==> src/rtl/perf_trace_monitor_pkg.sv <==
// Shared types and constants for the perf/trace run monitor.
package perf_mon_pkg;

    localparam int unsigned TRACE_ADDR_W = 32;
    localparam int unsigned TRACE_DATA_W = 32;
    localparam logic [31:0] PC_NEVER     = 32'hffff_ffff;

    typedef enum logic [1:0] {
        MON_IDLE    = 2'd0,
        MON_RUN     = 2'd1,
        MON_DONE    = 2'd2,
        MON_TIMEOUT = 2'd3
    } mon_state_t;

    typedef struct packed {
        logic [TRACE_ADDR_W-1:0] addr;
        logic [TRACE_DATA_W-1:0] data;
    } trace_entry_t;

endpackage

==> src/rtl/perf_trace_monitor_if.sv <==
// CPU store request and store-trace readout bus of the run monitor.
interface perf_trace_monitor_if #(
    parameter int unsigned ADDR_W      = 32,
    parameter int unsigned DATA_W      = 32,
    parameter int unsigned TRACE_DEPTH = 16
);
    localparam int unsigned TCNT_W = $clog2(TRACE_DEPTH) + 1;

    logic              mem_write;
    logic [ADDR_W-1:0] mem_addr;
    logic [DATA_W-1:0] mem_wdata;
    logic              trace_rd_en;
    logic              trace_rd_valid;
    logic [ADDR_W-1:0] trace_rd_addr;
    logic [DATA_W-1:0] trace_rd_data;
    logic [TCNT_W-1:0] trace_count;
    logic              trace_overflow;

    modport master (
        output mem_write, mem_addr, mem_wdata, trace_rd_en,
        input  trace_rd_valid, trace_rd_addr, trace_rd_data, trace_count, trace_overflow
    );

    modport slave (
        input  mem_write, mem_addr, mem_wdata, trace_rd_en,
        output trace_rd_valid, trace_rd_addr, trace_rd_data, trace_count, trace_overflow
    );
endinterface

==> src/rtl/perf_trace_monitor_fifo.sv <==
// First-word-fall-through circular store-trace buffer with sticky overflow flag.
module perf_trace_fifo #(
    parameter int unsigned DEPTH = 16,
    parameter type entry_t = logic [63:0],
    localparam int unsigned PTR_W = $clog2(DEPTH),
    localparam int unsigned CNT_W = PTR_W + 1
) (
    input  logic             clk,
    input  logic             reset,
    input  logic             clear,
    input  logic             push,
    input  logic             pop_req,
    input  entry_t           wr_entry,
    output entry_t           rd_entry,
    output logic             rd_valid,
    output logic [CNT_W-1:0] count,
    output logic             overflow
);
    entry_t             mem_q [DEPTH];
    logic [PTR_W-1:0]   wr_ptr_q, wr_ptr_d, rd_ptr_q, rd_ptr_d;
    logic [CNT_W-1:0]   count_q, count_d;
    logic               ovf_q, ovf_d;
    logic               full, empty, pop_ok, push_ok;

    assign full    = (count_q == CNT_W'(DEPTH));
    assign empty   = (count_q == '0);
    assign pop_ok  = pop_req && !empty;
    // A full buffer still accepts a push when the head leaves in the same cycle.
    assign push_ok = push && (!full || pop_ok);

    always_comb begin
        wr_ptr_d = wr_ptr_q;
        rd_ptr_d = rd_ptr_q;
        count_d  = count_q;
        ovf_d    = ovf_q;
        if (clear) begin
            wr_ptr_d = '0;
            rd_ptr_d = '0;
            count_d  = '0;
            ovf_d    = 1'b0;
        end else begin
            if (push_ok) wr_ptr_d = wr_ptr_q + PTR_W'(1);
            if (pop_ok)  rd_ptr_d = rd_ptr_q + PTR_W'(1);
            count_d = count_q + CNT_W'(push_ok) - CNT_W'(pop_ok);
            if (push && !push_ok) ovf_d = 1'b1;
        end
    end

    always_ff @(posedge clk or posedge reset) begin
        if (reset) begin
            wr_ptr_q <= '0;
            rd_ptr_q <= '0;
            count_q  <= '0;
            ovf_q    <= 1'b0;
        end else begin
            wr_ptr_q <= wr_ptr_d;
            rd_ptr_q <= rd_ptr_d;
            count_q  <= count_d;
            ovf_q    <= ovf_d;
        end
    end

    always_ff @(posedge clk) begin
        if (push_ok && !clear) mem_q[wr_ptr_q] <= wr_entry;
    end

    assign rd_entry = mem_q[rd_ptr_q];
    assign rd_valid = !empty;
    assign count    = count_q;
    assign overflow = ovf_q;
endmodule

==> src/rtl/perf_trace_monitor.sv <==
// Run monitor for the pipelined MIPS core: run gating, end/watchdog detection,
// saturating perf counters and an optional store trace (built when PERF_TRACE_EN is defined).
module perf_trace_monitor
    import perf_mon_pkg::*;
#(
    parameter int unsigned CNT_W       = 32,
    parameter int unsigned NUM_EVT     = 4,
    parameter int unsigned TRACE_DEPTH = 16,
    parameter int unsigned ADDR_W      = TRACE_ADDR_W,
    parameter int unsigned DATA_W      = TRACE_DATA_W,
    parameter int unsigned TIMEOUT     = 25000
) (
    input  logic                     clk,
    input  logic                     reset,
    input  logic                     start,
    input  logic                     clear,
    input  logic [31:0]              pc,
    input  logic [31:0]              pc_finished,
    input  logic                     retire,
    input  logic [NUM_EVT-1:0]       evt,
    perf_trace_monitor_if.slave      bus,
    output logic                     run_en,
    output logic                     done,
    output logic                     timeout,
    output logic [CNT_W-1:0]         cycle_cnt,
    output logic [CNT_W-1:0]         instr_cnt,
    output logic [CNT_W-1:0]         store_cnt,
    output logic [NUM_EVT*CNT_W-1:0] evt_cnt
);
    localparam int unsigned NUM_CNT = NUM_EVT + 3;
    localparam int unsigned TCNT_W  = $clog2(TRACE_DEPTH) + 1;

    mon_state_t           state_q, state_d;
    logic                 done_q, timeout_q;
    logic                 match, wd_hit;
    logic [NUM_CNT-1:0]   cnt_inc;
    logic [NUM_CNT*CNT_W-1:0] cnt_flat;

    assign match  = (state_q == MON_RUN) && (pc == pc_finished) && (pc_finished != PC_NEVER);
    assign run_en = (state_q == MON_RUN) && !match;
    assign wd_hit = (TIMEOUT != 0) && (64'(cycle_cnt) == 64'(TIMEOUT) - 64'd1);

    always_comb begin
        state_d = state_q;
        if (clear) begin
            state_d = MON_IDLE;
        end else begin
            case (state_q)
                MON_IDLE: if (start) state_d = MON_RUN;
                MON_RUN: begin
                    if (match)       state_d = MON_DONE;
                    else if (wd_hit) state_d = MON_TIMEOUT;
                end
                default: state_d = state_q;
            endcase
        end
    end

    always_ff @(posedge clk or posedge reset) begin
        if (reset) begin
            state_q   <= MON_IDLE;
            done_q    <= 1'b0;
            timeout_q <= 1'b0;
        end else begin
            state_q   <= state_d;
            done_q    <= (state_d == MON_DONE);
            timeout_q <= (state_d == MON_TIMEOUT);
        end
    end

    assign done    = done_q;
    assign timeout = timeout_q;

    // Counter slots: 0 cycles, 1 retired instrs, 2 stores, 3.. event strobes.
    assign cnt_inc = {evt, bus.mem_write, retire, 1'b1};

    for (genvar i = 0; i < NUM_CNT; i++) begin : g_cnt
        logic [CNT_W-1:0] cnt_q, cnt_d;

        always_comb begin
            cnt_d = cnt_q;
            if (clear)                                         cnt_d = '0;
            else if (run_en && cnt_inc[i] && (cnt_q != '1))    cnt_d = cnt_q + CNT_W'(1);
        end

        always_ff @(posedge clk or posedge reset) begin
            if (reset) cnt_q <= '0;
            else       cnt_q <= cnt_d;
        end

        assign cnt_flat[i*CNT_W +: CNT_W] = cnt_q;
    end

    assign cycle_cnt = cnt_flat[0*CNT_W +: CNT_W];
    assign instr_cnt = cnt_flat[1*CNT_W +: CNT_W];
    assign store_cnt = cnt_flat[2*CNT_W +: CNT_W];
    assign evt_cnt   = cnt_flat[3*CNT_W +: NUM_EVT*CNT_W];

`ifdef PERF_TRACE_EN
    trace_entry_t wr_entry, rd_entry;

    always_comb begin
        wr_entry      = '0;
        wr_entry.addr = TRACE_ADDR_W'(bus.mem_addr);
        wr_entry.data = TRACE_DATA_W'(bus.mem_wdata);
    end

    perf_trace_fifo #(
        .DEPTH   (TRACE_DEPTH),
        .entry_t (trace_entry_t)
    ) u_fifo (
        .clk      (clk),
        .reset    (reset),
        .clear    (clear),
        .push     (bus.mem_write && run_en),
        .pop_req  (bus.trace_rd_en),
        .wr_entry (wr_entry),
        .rd_entry (rd_entry),
        .rd_valid (bus.trace_rd_valid),
        .count    (bus.trace_count),
        .overflow (bus.trace_overflow)
    );

    assign bus.trace_rd_addr = ADDR_W'(rd_entry.addr);
    assign bus.trace_rd_data = DATA_W'(rd_entry.data);
`else
    logic unused_trace_rd_en;

    assign unused_trace_rd_en = bus.trace_rd_en;
    assign bus.trace_rd_valid = 1'b0;
    assign bus.trace_rd_addr  = ADDR_W'(0);
    assign bus.trace_rd_data  = DATA_W'(0);
    assign bus.trace_count    = TCNT_W'(0);
    assign bus.trace_overflow = 1'b0;
`endif
endmodule

==> src/flat_wrapper.sv <==
// flat-port wrapper written by rule: the top's interface ports become plain ports
module perf_trace_monitor_flat import perf_mon_pkg::*;
#(
    parameter int unsigned CNT_W       = 32,
    parameter int unsigned NUM_EVT     = 4,
    parameter int unsigned TRACE_DEPTH = 16,
    parameter int unsigned ADDR_W      = TRACE_ADDR_W,
    parameter int unsigned DATA_W      = TRACE_DATA_W,
    parameter int unsigned TIMEOUT     = 25000
)
  (clk, reset, start, clear, pc, pc_finished, retire, evt, run_en, done, timeout, cycle_cnt, instr_cnt, store_cnt, evt_cnt, bus_mem_write, bus_mem_addr, bus_mem_wdata, bus_trace_rd_en, bus_trace_rd_valid, bus_trace_rd_addr, bus_trace_rd_data, bus_trace_count, bus_trace_overflow);
  perf_trace_monitor_if #(.ADDR_W(ADDR_W), .DATA_W(DATA_W), .TRACE_DEPTH(TRACE_DEPTH)) bus_i ();
  input  logic clk;
  input  logic reset;
  input  logic start;
  input  logic clear;
  input  logic [31:0] pc;
  input  logic [31:0] pc_finished;
  input  logic retire;
  input  logic [NUM_EVT-1:0] evt;
  output logic run_en;
  output logic done;
  output logic timeout;
  output logic [CNT_W-1:0] cycle_cnt;
  output logic [CNT_W-1:0] instr_cnt;
  output logic [CNT_W-1:0] store_cnt;
  output logic [NUM_EVT*CNT_W-1:0] evt_cnt;
  input wire logic [$bits(bus_i.mem_write)-1:0] bus_mem_write;
  input wire logic [$bits(bus_i.mem_addr)-1:0] bus_mem_addr;
  input wire logic [$bits(bus_i.mem_wdata)-1:0] bus_mem_wdata;
  input wire logic [$bits(bus_i.trace_rd_en)-1:0] bus_trace_rd_en;
  output wire logic [$bits(bus_i.trace_rd_valid)-1:0] bus_trace_rd_valid;
  output wire logic [$bits(bus_i.trace_rd_addr)-1:0] bus_trace_rd_addr;
  output wire logic [$bits(bus_i.trace_rd_data)-1:0] bus_trace_rd_data;
  output wire logic [$bits(bus_i.trace_count)-1:0] bus_trace_count;
  output wire logic [$bits(bus_i.trace_overflow)-1:0] bus_trace_overflow;
  assign bus_i.mem_write = bus_mem_write;
  assign bus_i.mem_addr = bus_mem_addr;
  assign bus_i.mem_wdata = bus_mem_wdata;
  assign bus_i.trace_rd_en = bus_trace_rd_en;
  assign bus_trace_rd_valid = bus_i.trace_rd_valid;
  assign bus_trace_rd_addr = bus_i.trace_rd_addr;
  assign bus_trace_rd_data = bus_i.trace_rd_data;
  assign bus_trace_count = bus_i.trace_count;
  assign bus_trace_overflow = bus_i.trace_overflow;
  perf_trace_monitor #(.CNT_W(CNT_W), .NUM_EVT(NUM_EVT), .TRACE_DEPTH(TRACE_DEPTH), .ADDR_W(ADDR_W), .DATA_W(DATA_W), .TIMEOUT(TIMEOUT)) u_core (.clk(clk), .reset(reset), .start(start), .clear(clear), .pc(pc), .pc_finished(pc_finished), .retire(retire), .evt(evt), .bus(bus_i), .run_en(run_en), .done(done), .timeout(timeout), .cycle_cnt(cycle_cnt), .instr_cnt(instr_cnt), .store_cnt(store_cnt), .evt_cnt(evt_cnt));
endmodule
==> config.mk <==
export PLATFORM = sky130hd
export DESIGN_NAME = perf_trace_monitor_flat
export DESIGN_NICKNAME = d
export VERILOG_FILES = /design/src/rtl/perf_trace_monitor_pkg.sv /design/src/rtl/perf_trace_monitor_if.sv /design/src/rtl/perf_trace_monitor_fifo.sv /design/src/rtl/perf_trace_monitor.sv /design/src/flat_wrapper.sv
export SDC_FILE = /design/constraint.sdc
export NUM_CORES = 1
export LEC_CHECK = 0
export ABC_AREA = 1
export BUFFER_PORTS_ARGS = -buffer_cell sky130_fd_sc_hd__buf_2
export CAP_MARGIN = 20
export CORE_MARGIN = 5
export CORE_UTILIZATION = 30
export DETAILED_ROUTE_END_ITERATION = 16
export SLEW_MARGIN = 20
export SYNTH_ARGS = -nofsm -noshare
export SYNTH_HDL_FRONTEND = slang
export SYNTH_SLANG_ARGS = --single-unit
==> constraint.sdc <==
create_clock -name clk -period 6.8 [get_ports clk]
set_clock_uncertainty 0.1 [all_clocks]
set_input_delay 1.02 -clock clk [delete_from_list [all_inputs] [get_ports clk]]
set_output_delay 1.02 -clock clk [all_outputs]
set_load 0.005 [all_outputs]
Yosys cells after proc, flatten, opt, wreduce, memory -nomap -nowiden
Cells that the tools add are included.

$add $sub $neg: 7. Equal/unequal tests: 13. Muxes and demuxes: 19. Reductions and logical operators: 25.

Operator list (number): 32-bit 2-to-1 mux (14); 32-bit inequality test, second input constant (8); 32-bit by 1-bit adder with 32-bit output, second input constant (7); 32-bit by 15-bit == test with 1-bit output, second input constant (1); 32-bit == test (1); 1-bit logical AND (16); 2-bit nonzero test (7); 2-bit 2-to-1 mux (4); 2-bit == test, second input constant (2); 2-bit case mux with 2 select lines (1); 2-bit by 1-bit == test with 1-bit output, second input constant (1); 2-bit logical NOT (1); 1-bit logical NOT (1).

Flip-flop bits (word level): 228. Input bits: 139. Word-level logic and storage cells: 74.

Depth between registers and ports, before layout
Gate-level depths: netlist of run 1.

Depth in word-level cells: 9. Depth in mapped cells: 14.

Least setup slack after synthesis of run 1
No wires, ideal clock.

Kind: in2out. Start: input pc_finished[16]. End: output run_en. Arrival time: 1662 ps. Data required time: 5680 ps. Path slack: 4018 ps. Stages on the path: 6. Path through: xnor2_1 -> nand2_1 -> nor2_1 -> nand2_1 -> nor2_1 -> a21oi_1.

Longest elaborated chain between the ends: 5.

Ends and longest elaborated chain: from (decl) (line flat_wrapper.sv:18) `input logic [31:0] pc_finished;`; 32-bit == test (line perf_trace_monitor.sv:39) `assign match = (state_q == MON_RUN) && (pc == pc_finished) && (pc_finished != PC_NEVER);`; 1-bit logical AND (line perf_trace_monitor.sv:39); 1-bit logical AND * (line perf_trace_monitor.sv:39); 1-bit logical NOT * (line perf_trace_monitor.sv:40) `assign run_en = (state_q == MON_RUN) && !match;`; 1-bit logical AND * (line perf_trace_monitor.sv:40); to (decl) (line flat_wrapper.sv:21) `output logic run_en;`.

Mark *: on every way between the ends. The rest lies on a longest branch, timed or not.

Final worst setup path of run 1
Start: input pc_finished[5]. End: register u_core.g_cnt[6].cnt_q[9].

Longest elaborated chain between the ends: 8.

Ends and longest elaborated chain: 32-bit == test (line perf_trace_monitor.sv:39); 1-bit logical AND (line perf_trace_monitor.sv:39); 1-bit logical AND * (line perf_trace_monitor.sv:39); 1-bit logical NOT * (line perf_trace_monitor.sv:40); 1-bit logical AND * (line perf_trace_monitor.sv:40); 1-bit logical AND * (2 in series) (line perf_trace_monitor.sv:83) `else if (run_en && cnt_inc[i] && (cnt_q != '1)) cnt_d = cnt_q + CNT_W'(1);`; 2-bit nonzero test (no line) *; to (signal assigned) (line perf_trace_monitor.sv:88) `else cnt_q <= cnt_d;`; to (decl) (line perf_trace_monitor.sv:78) `logic [CNT_W-1:0] cnt_q, cnt_d;`.

Marked as above. A chain may end at the register's enable or synchronous reset.

==> metrics, run 1 <==
Post-Synth Adder-Cell Area=0.507%; largest net degree at the start of global routing=148; Initial DRC Count=1264; P_leak=9.69 nW; grt ovf=0; Gate Count Post-Synth=2658; CP max FO=33; P&R area growth vs syn=16.4%; critical path's top delay family=simple AND/OR/NAND/NOR gates; TritonCTS clock tree=yes; Clock Power Share=51.4%; hold crit path type=in -> async; final worst-path cycle share=51.4%; r2r setup slk=3500 ps; RR Startpoint=u_core.g_cnt[6].cnt_q[0]$_DFFE_PP0P_; I/O Buffers=300; layout cells sized above 1=13.7%; Sequential Power Share=40.5%; CORE AREA=57400 sq um; DRT Wirelength=58700 um; Finished Core Util=35.0%; Nets=3053; setup violators final=0; crit start category=primary input; Inst Count DP=3635; Post-Syn Area=17300 sq um; Compound-Gate Fraction of Synth Area=0.724%; Worst R2R End=u_core.g_cnt[6].cnt_q[9]$_DFFE_PP0P_; Routed WL per cell=15.9 um; outcome=completed; DP Area=19000 sq um; Vias=17500; critical-path cell list=buf_2 -> nand4_1 -> nor2_1 -> nand2_1 -> nor2_1 -> nor2_1 -> nand2_4 -> nand4_2 -> nand2_2 -> nand2_1 -> nand2_1; post-DP HPWL=42400 um; total CTS buffers=35; main combinational cell family by area after synthesis=simple AND/OR/NAND/NOR gates; post-synthesis mux area share=0%; 1st-pass router iterations=5; critical path arrival=3860 ps; Max Cap Viol=0; Pint=2.56 mW; DIE HEIGHT=250 um; PwrDens=174 nW/um^2; synth top area cells=dfrtp_1 33%, nand2_1 19%, nor2_1 9.8%; vias per cell=4.73; VDD IR max=0.168 mV; crit path kind=in -> reg; Switching Power=0.928 mW; hold violation count in the final report=0; RSZ-0062 raised after global routing=false; vias in the first global route=16400; Post-Synth XOR/XNOR Area=8.77%; Placement Setup Slack=2670 ps; full die area=62500 sq um; CTS root buf=clkbuf_16; combinational power share=8.1%; Synth Register Bits=228; area occupied by registers=5710 sq um; synth warn=0; Synth Area per Inst=6.50 sq um; clk sinks=228; sequential share of the synthesized area=33.0%; top cell type's share of synthesized area=33.0%; Slowest cell on crit path=nand2_2; Slew Limit Fails=0; fmax=286 MHz; CTS max path bufs=3; clock-pin slew on the worst setup and hold paths=50 ps; reg2reg path depth=10; CTS H-tree lvls=2; Largest stage delay, worst path=850 ps; Post-CTS Setup Inserts=0; CP required=7160 ps; Crit path depth=11; Sw Ratio=26.6%; first-pass GRT wire length=93200 um; Setup crit end=u_core.g_cnt[6].cnt_q[9]$_DFFE_PP0P_; Crit path buffers/inverters=1; area of the multi-input gates=9900 sq um; row count=88; Worst-Margin Slew=1030 ps; Top Ports=437; Filler Cells Inserted=6335; Setup WS post-layout=3310 ps; Resized Gates After CTS=0; final worst path period need=3490 ps; CP Capture Type=flop; Final Instance Area=20100 sq um; setup TNS=0 ps; critical path launch point=pc_finished[5]; Simple-Gate Fraction of Synth Area=45.8%; die width=250 um; area leader, netlist=dfrtp_1; antenna-violating nets left=0; Finished Layout Cells=3699; Starting Density=30.1%; Synth cell types=33; Post-route DRC=0; gpl congestion=0.958; # hold bufs at CTS=0; All-Layer GR Usage=18.0%; Max-slew headroom=31.0%; Skew-Pair Late Insertion Delay=530 ps; initial antenna violation count=1
[worst min-delay path by stage]
stage / end / cells past startpoint
after floorplan: u_core.cycle_cnt[1]$_DFFE_PP0P_ / 2
after global routing: u_core.g_cnt[3].cnt_q[10]$_DFFE_PP0P_ / 2
final: u_core.g_cnt[3].cnt_q[10]$_DFFE_PP0P_ / 2
after detailed placement: u_core.store_cnt[15]$_DFFE_PP0P_ / 2
after global placement: u_core.cycle_cnt[0]$_DFFE_PP0P_ / 2
after CTS: u_core.g_cnt[3].cnt_q[10]$_DFFE_PP0P_ / 2
[synthesized netlist by cell type]
cell type,number
nor3b_1,10
nand2_1,895
or2_2,2
nor2_1,449
nor2_2,5
nand3_4,1
buf_1,2
clkbuf_1,45
nor4_1,29
and2_1,1
nand4_2,4
nand2_4,7
xor2_1,109
nand4_4,2
ha_1,7
nor2_4,3
dfrtp_1,228
nand4_1,67
nand3_1,264
nor3_1,92
buf_2,6
buf_6,24
nor3_2,7
clkinv_1,1
o21ai_1,22
nand3_2,3
xnor2_1,64
a21oi_1,3
buf_4,86
nand2_2,5
inv_1,209
inv_2,5
conb_1,1
[per-stage QoR]
stage / power (mW) / hold WS, ps
global placement: 1.72 / 445
detailed placement: 1.72 / 445
finish: 3.49 / 357
floorplan: 1.66 / 436
global route: 3.65 / 344
CTS: 3.57 / 319
[power groups by stage]
stage	combinational, mW	sequential (mW)	clock [mW]
after floorplan	0.231	1.42	0
after global routing	0.324	1.41	1.91
after global placement	0.289	1.43	0
after detailed placement	0.289	1.43	0
after CTS	0.289	1.41	1.87
final	0.283	1.41	1.79
[layout by cell type (no fill, tap or decap), types with 3 or more instances in the layout]
cell / Yosys / final
nand3_1: 264 / 264
clkbuf_1: 45 / 11
clkbuf_8: 0 / 10
clkbuf_16: 0 / 36
a21oi_1: 3 / 3
nor2_2: 5 / 5
nor3_2: 7 / 7
nand4_2: 4 / 4
nor4_1: 29 / 29
inv_1: 209 / 207
buf_4: 86 / 3
xor2_1: 109 / 109
nor3b_1: 10 / 10
nor2_4: 3 / 3
nor2_1: 449 / 449
nand2_2: 5 / 5
dfrtp_1: 228 / 228
nand2_1: 895 / 895
buf_2: 6 / 299
inv_2: 5 / 5
xnor2_1: 64 / 64
nand4_1: 67 / 67
nand3_2: 3 / 3
ha_1: 7 / 7
clkinv_2: 0 / 3
nand2_4: 7 / 7
conb_1: 1 / 71
o21ai_1: 22 / 22
nor3_1: 92 / 92
[registers in the layout (all words and copies together) (netlist names)]
| register | count |
|---|---|
| u_core.g_cnt.cnt_q | 128 |
| u_core.cycle_cnt | 32 |
| u_core.instr_cnt | 32 |
| u_core.store_cnt | 32 |
| u_core.state_q | 2 |
| u_core.done | 1 |
| u_core.timeout | 1 |
[cells by family after synthesis]
kind of cell	after synthesis
simple gates	1846
other cells	1
xor+xnor	173
buf+inv	378
flops	228
fa+ha+maj	7
compound gates	25
[cell type report]
type | count | area share, %
Multi-Input combinational cell | 2122 | 49.3
Sequential cell | 228 | 28.4
Timing Repair Buffer | 305 | 7.83
Clock buffer | 56 | 5.30
Tap cell | 765 | 4.76
Inverter | 215 | 4.06
Clock inverter | 7 | 0.386
Antenna cell | 1 | 0.0125
[metal layers]
metal	part of all wire, %	vias up	global-route usage (%)
li1	-	8760	-
met2	46	513	29.4
met3	7.6	63	4.91
met4	1.8	0	3.71
met1	45	8158	24.1
met5	0	-	0
[worst reg2reg max path: stages (launching register included)]
cell and delay (ps):
dfrtp_1 460, ha_1 290, nand2_1 100, nor2_1 70, nand2_1 170, nor2_1 120
nand2_1 120, nand4_2 710, nand2_2 850, nand2_1 140, nand2_1 100
No activity file was read; power rests on OpenSTA's default activity.
==> inputs of run 2 (changes only) <==
==> constraint.sdc (replaced) <==
create_clock -name clk -period 2.9 [get_ports clk]
set_clock_uncertainty 0.1 [all_clocks]
set_input_delay 0.435 -clock clk [delete_from_list [all_inputs] [get_ports clk]]
set_output_delay 0.435 -clock clk [all_outputs]
set_load 0.005 [all_outputs]
==> run 2 against run 1 <==
Against the previous run:
- global-route usage barely moved
- sequential power increased by 130%
- via count is 0.45% higher
- worst setup slack worse by 2900 ps
- critical path depth rose by 1
- utilization is 0.55 points higher
==> metrics, run 2 (synthesized netlist as in run 1, its figures left out) <==
outcome=completed (unchanged); Top Ports=437 (unchanged); CTS H-tree lvls=2 (unchanged); I/O Buffers=300 (unchanged); Nets=3081 (was 3053); final hold slack=135 ps (was 357 ps); full die area=62500 sq um (unchanged); vias in the first global route=16600 (was 16400); clk sinks=228 (unchanged); most common cell after layout, fill and taps aside=nand2_1 (unchanged); initial antenna violation count=1 (unchanged); Initial DRC Count=1207 (was 1264); largest net degree at the start of global routing=113 (was 148); P_leak=9.88 nW (was 9.69 nW); Pint=6.11 mW (was 2.56 mW); Switching Power=2.21 mW (was 0.928 mW); Top reg by flops=u_core.g_cnt.cnt_q (unchanged); PwrDens=407 nW/um^2 (was 174 nW/um^2); 1st-pass router iterations=5 (unchanged); Slew Limit Fails=0 (unchanged); VDD IR max=0.344 mV (was 0.168 mV); critical path arrival=2770 ps (was 3860 ps); Final Instance Area=20400 sq um (was 20100 sq um); setup TNS=0 ps (unchanged); die width=250 um (unchanged); Worst-Margin Slew=622 ps (was 1030 ps); combinational power share=8.7% (was 8.1%); Max Cap Viol=0 (unchanged); max reg flops=128 (unchanged); Post-route DRC=0 (unchanged); Sequential Power Share=39.7% (was 40.5%); Vias=17600 (was 17500); n_diodes=0 (was 1); Clock Power Share=51.6% (was 51.4%); crit start category=flop (was primary input); layout cells sized above 1=14.7% (was 13.7%); total CTS buffers=34 (was 35); antenna-violating nets left=0 (unchanged); hold violation count in the final report=0 (unchanged); clock-pin slew on the worst setup and hold paths=60 ps (was 50 ps); Routed WL per cell=15.8 um (was 15.9 um); CP Capture Type=flop (unchanged); grt ovf=0 (unchanged); CTS max path bufs=3 (unchanged); post-DP HPWL=44000 um (was 42400 um); DRT Wirelength=58700 um (about the same); gpl congestion=0.959 (was 0.958); final worst-path cycle share=84.3%; vias per cell=4.72 (was 4.73); setup violators final=0 (unchanged); CTS root buf=clkbuf_16 (unchanged); P&R area growth vs syn=18.2% (was 16.4%); first-pass GRT wire length=93300 um (was 93200 um); crit path kind=reg -> reg (was in -> reg); Skew-Pair Late Insertion Delay=540 ps (was 530 ps); fmax=409 MHz; hold crit path type=in -> reg (was in -> async); TritonCTS clock tree=yes (unchanged); CP required=3220 ps (was 7160 ps); Filler Cells Inserted=6331 (was 6335); Sw Ratio=26.6% (about the same); final worst path period need=2440 ps; most frequent cells in the layout=895 x nand2_1, 449 x nor2_1, 299 x buf_2 (unchanged); DP Area=19200 sq um (was 19000 sq um); row count=88 (unchanged); Max-slew headroom=58.1% (was 31.0%); DIE HEIGHT=250 um (unchanged); RSZ-0062 raised after global routing=false (unchanged); Resized Gates After CTS=0 (unchanged); Starting Density=30.1% (unchanged); All-Layer GR Usage=18.0% (about the same); CORE AREA=57400 sq um (unchanged); CP max FO=32 (was 33)
## run 2: cell types whose count changed in the layout (fill, tap and decap cells not counted), sizes merged
| cell | delta |
|---|---|
| diode | -1 |
| clkbuf | -8 |
| dlygate4sd3 | +1 |
| inv | -1 |
| bufinv | +1 |
| clkinv | +7 |
| buf | +28 |
| clkinvlp | -1 |
## run 2: worst max-delay path, cell delays in order, from the launching register on
cell and delay, ps:
dfrtp_1 510, ha_1 260, nand2_2 100, inv_2 100, nand3_4 100, nor2_4 200, inv_2 80, nor2_4 100
nand2_2 80, nand4_4 230, nand2_4 250, nand2_1 130, nand2_1 60
## run 2: final cells by class
cell class / instances / area [sq um] / area share (%)
sequential: 228 / 5710 / 27.9
clock inverter: 13 / 119 / 0.582
inverter: 215 / 816 / 4.00
clock buffer: 48 / 1040 / 5.08
multi-input combinational: 2122 / 9900 / 48.5
tap: 765 / 957 / 4.69
timing repair buffer: 334 / 1880 / 9.21
## run 2: path summary, 6_finish.rpt
kind	cells past startpoint	start	to	slack (ps)
min in group asynchronous	3	reset	u_core.g_cnt[3].cnt_q[25]$_DFFE_PP0P_	400
worst min register to register	2	u_core.g_cnt[6].cnt_q[1]$_DFFE_PP0P_	u_core.g_cnt[6].cnt_q[1]$_DFFE_PP0P_	470
worst max register to register	12	u_core.store_cnt[0]$_DFFE_PP0P_	u_core.store_cnt[5]$_DFFE_PP0P_	460
worst max-delay path	12	u_core.store_cnt[0]$_DFFE_PP0P_	u_core.store_cnt[5]$_DFFE_PP0P_	460
max in group asynchronous	4	reset	u_core.g_cnt[5].cnt_q[12]$_DFFE_PP0P_	1580
worst min-delay path	3	start	u_core.state_q[0]$_DFF_PP0_	130
## run 2: metrics by stage
| stage | total power, mW | instances | setup slack [ps] | utilization, % |
|---|---|---|---|---|
| floorplan | 3.88 | 2728 | -615 | - |
| global placement | 4.09 | 3663 | 247 | 33.6 |
| detailed placement | 4.09 | 3663 | 222 | 33.6 |
| CTS | 8.51 | 3725 | 417 | 35.6 |
| global route | 8.69 | 3725 | 198 | 35.6 |
| finish | 8.31 | 3725 | 456 | 35.6 |
## run 2: repair_timing
| action | in CTS | in global routing |
|---|---|---|
| hold buffers | 1 | 0 |
| hold endpoints to repair | 13 | 0 |
| buffers inserted | 0 | 0 |
## run 2: layer usage
metal / GRT usage [%] / part of all wire (%) / up-vias
met5: 0 / 0 / -
met4: 4.55 / 2.3 / 0
met3: 4.76 / 7.8 / 82
met2: 29.4 / 46 / 536
met1: 23.9 / 44 / 8133
li1: - / - / 8821
## run 2: power groups by stage
stage / logic, mW / registers [mW] / clock network (mW)
final: 0.723 / 3.30 / 4.29
after global routing: 0.823 / 3.31 / 4.56
after detailed placement: 0.732 / 3.36 / 0
after floorplan: 0.541 / 3.34 / 0
after global placement: 0.729 / 3.36 / 0
after CTS: 0.737 / 3.30 / 4.47
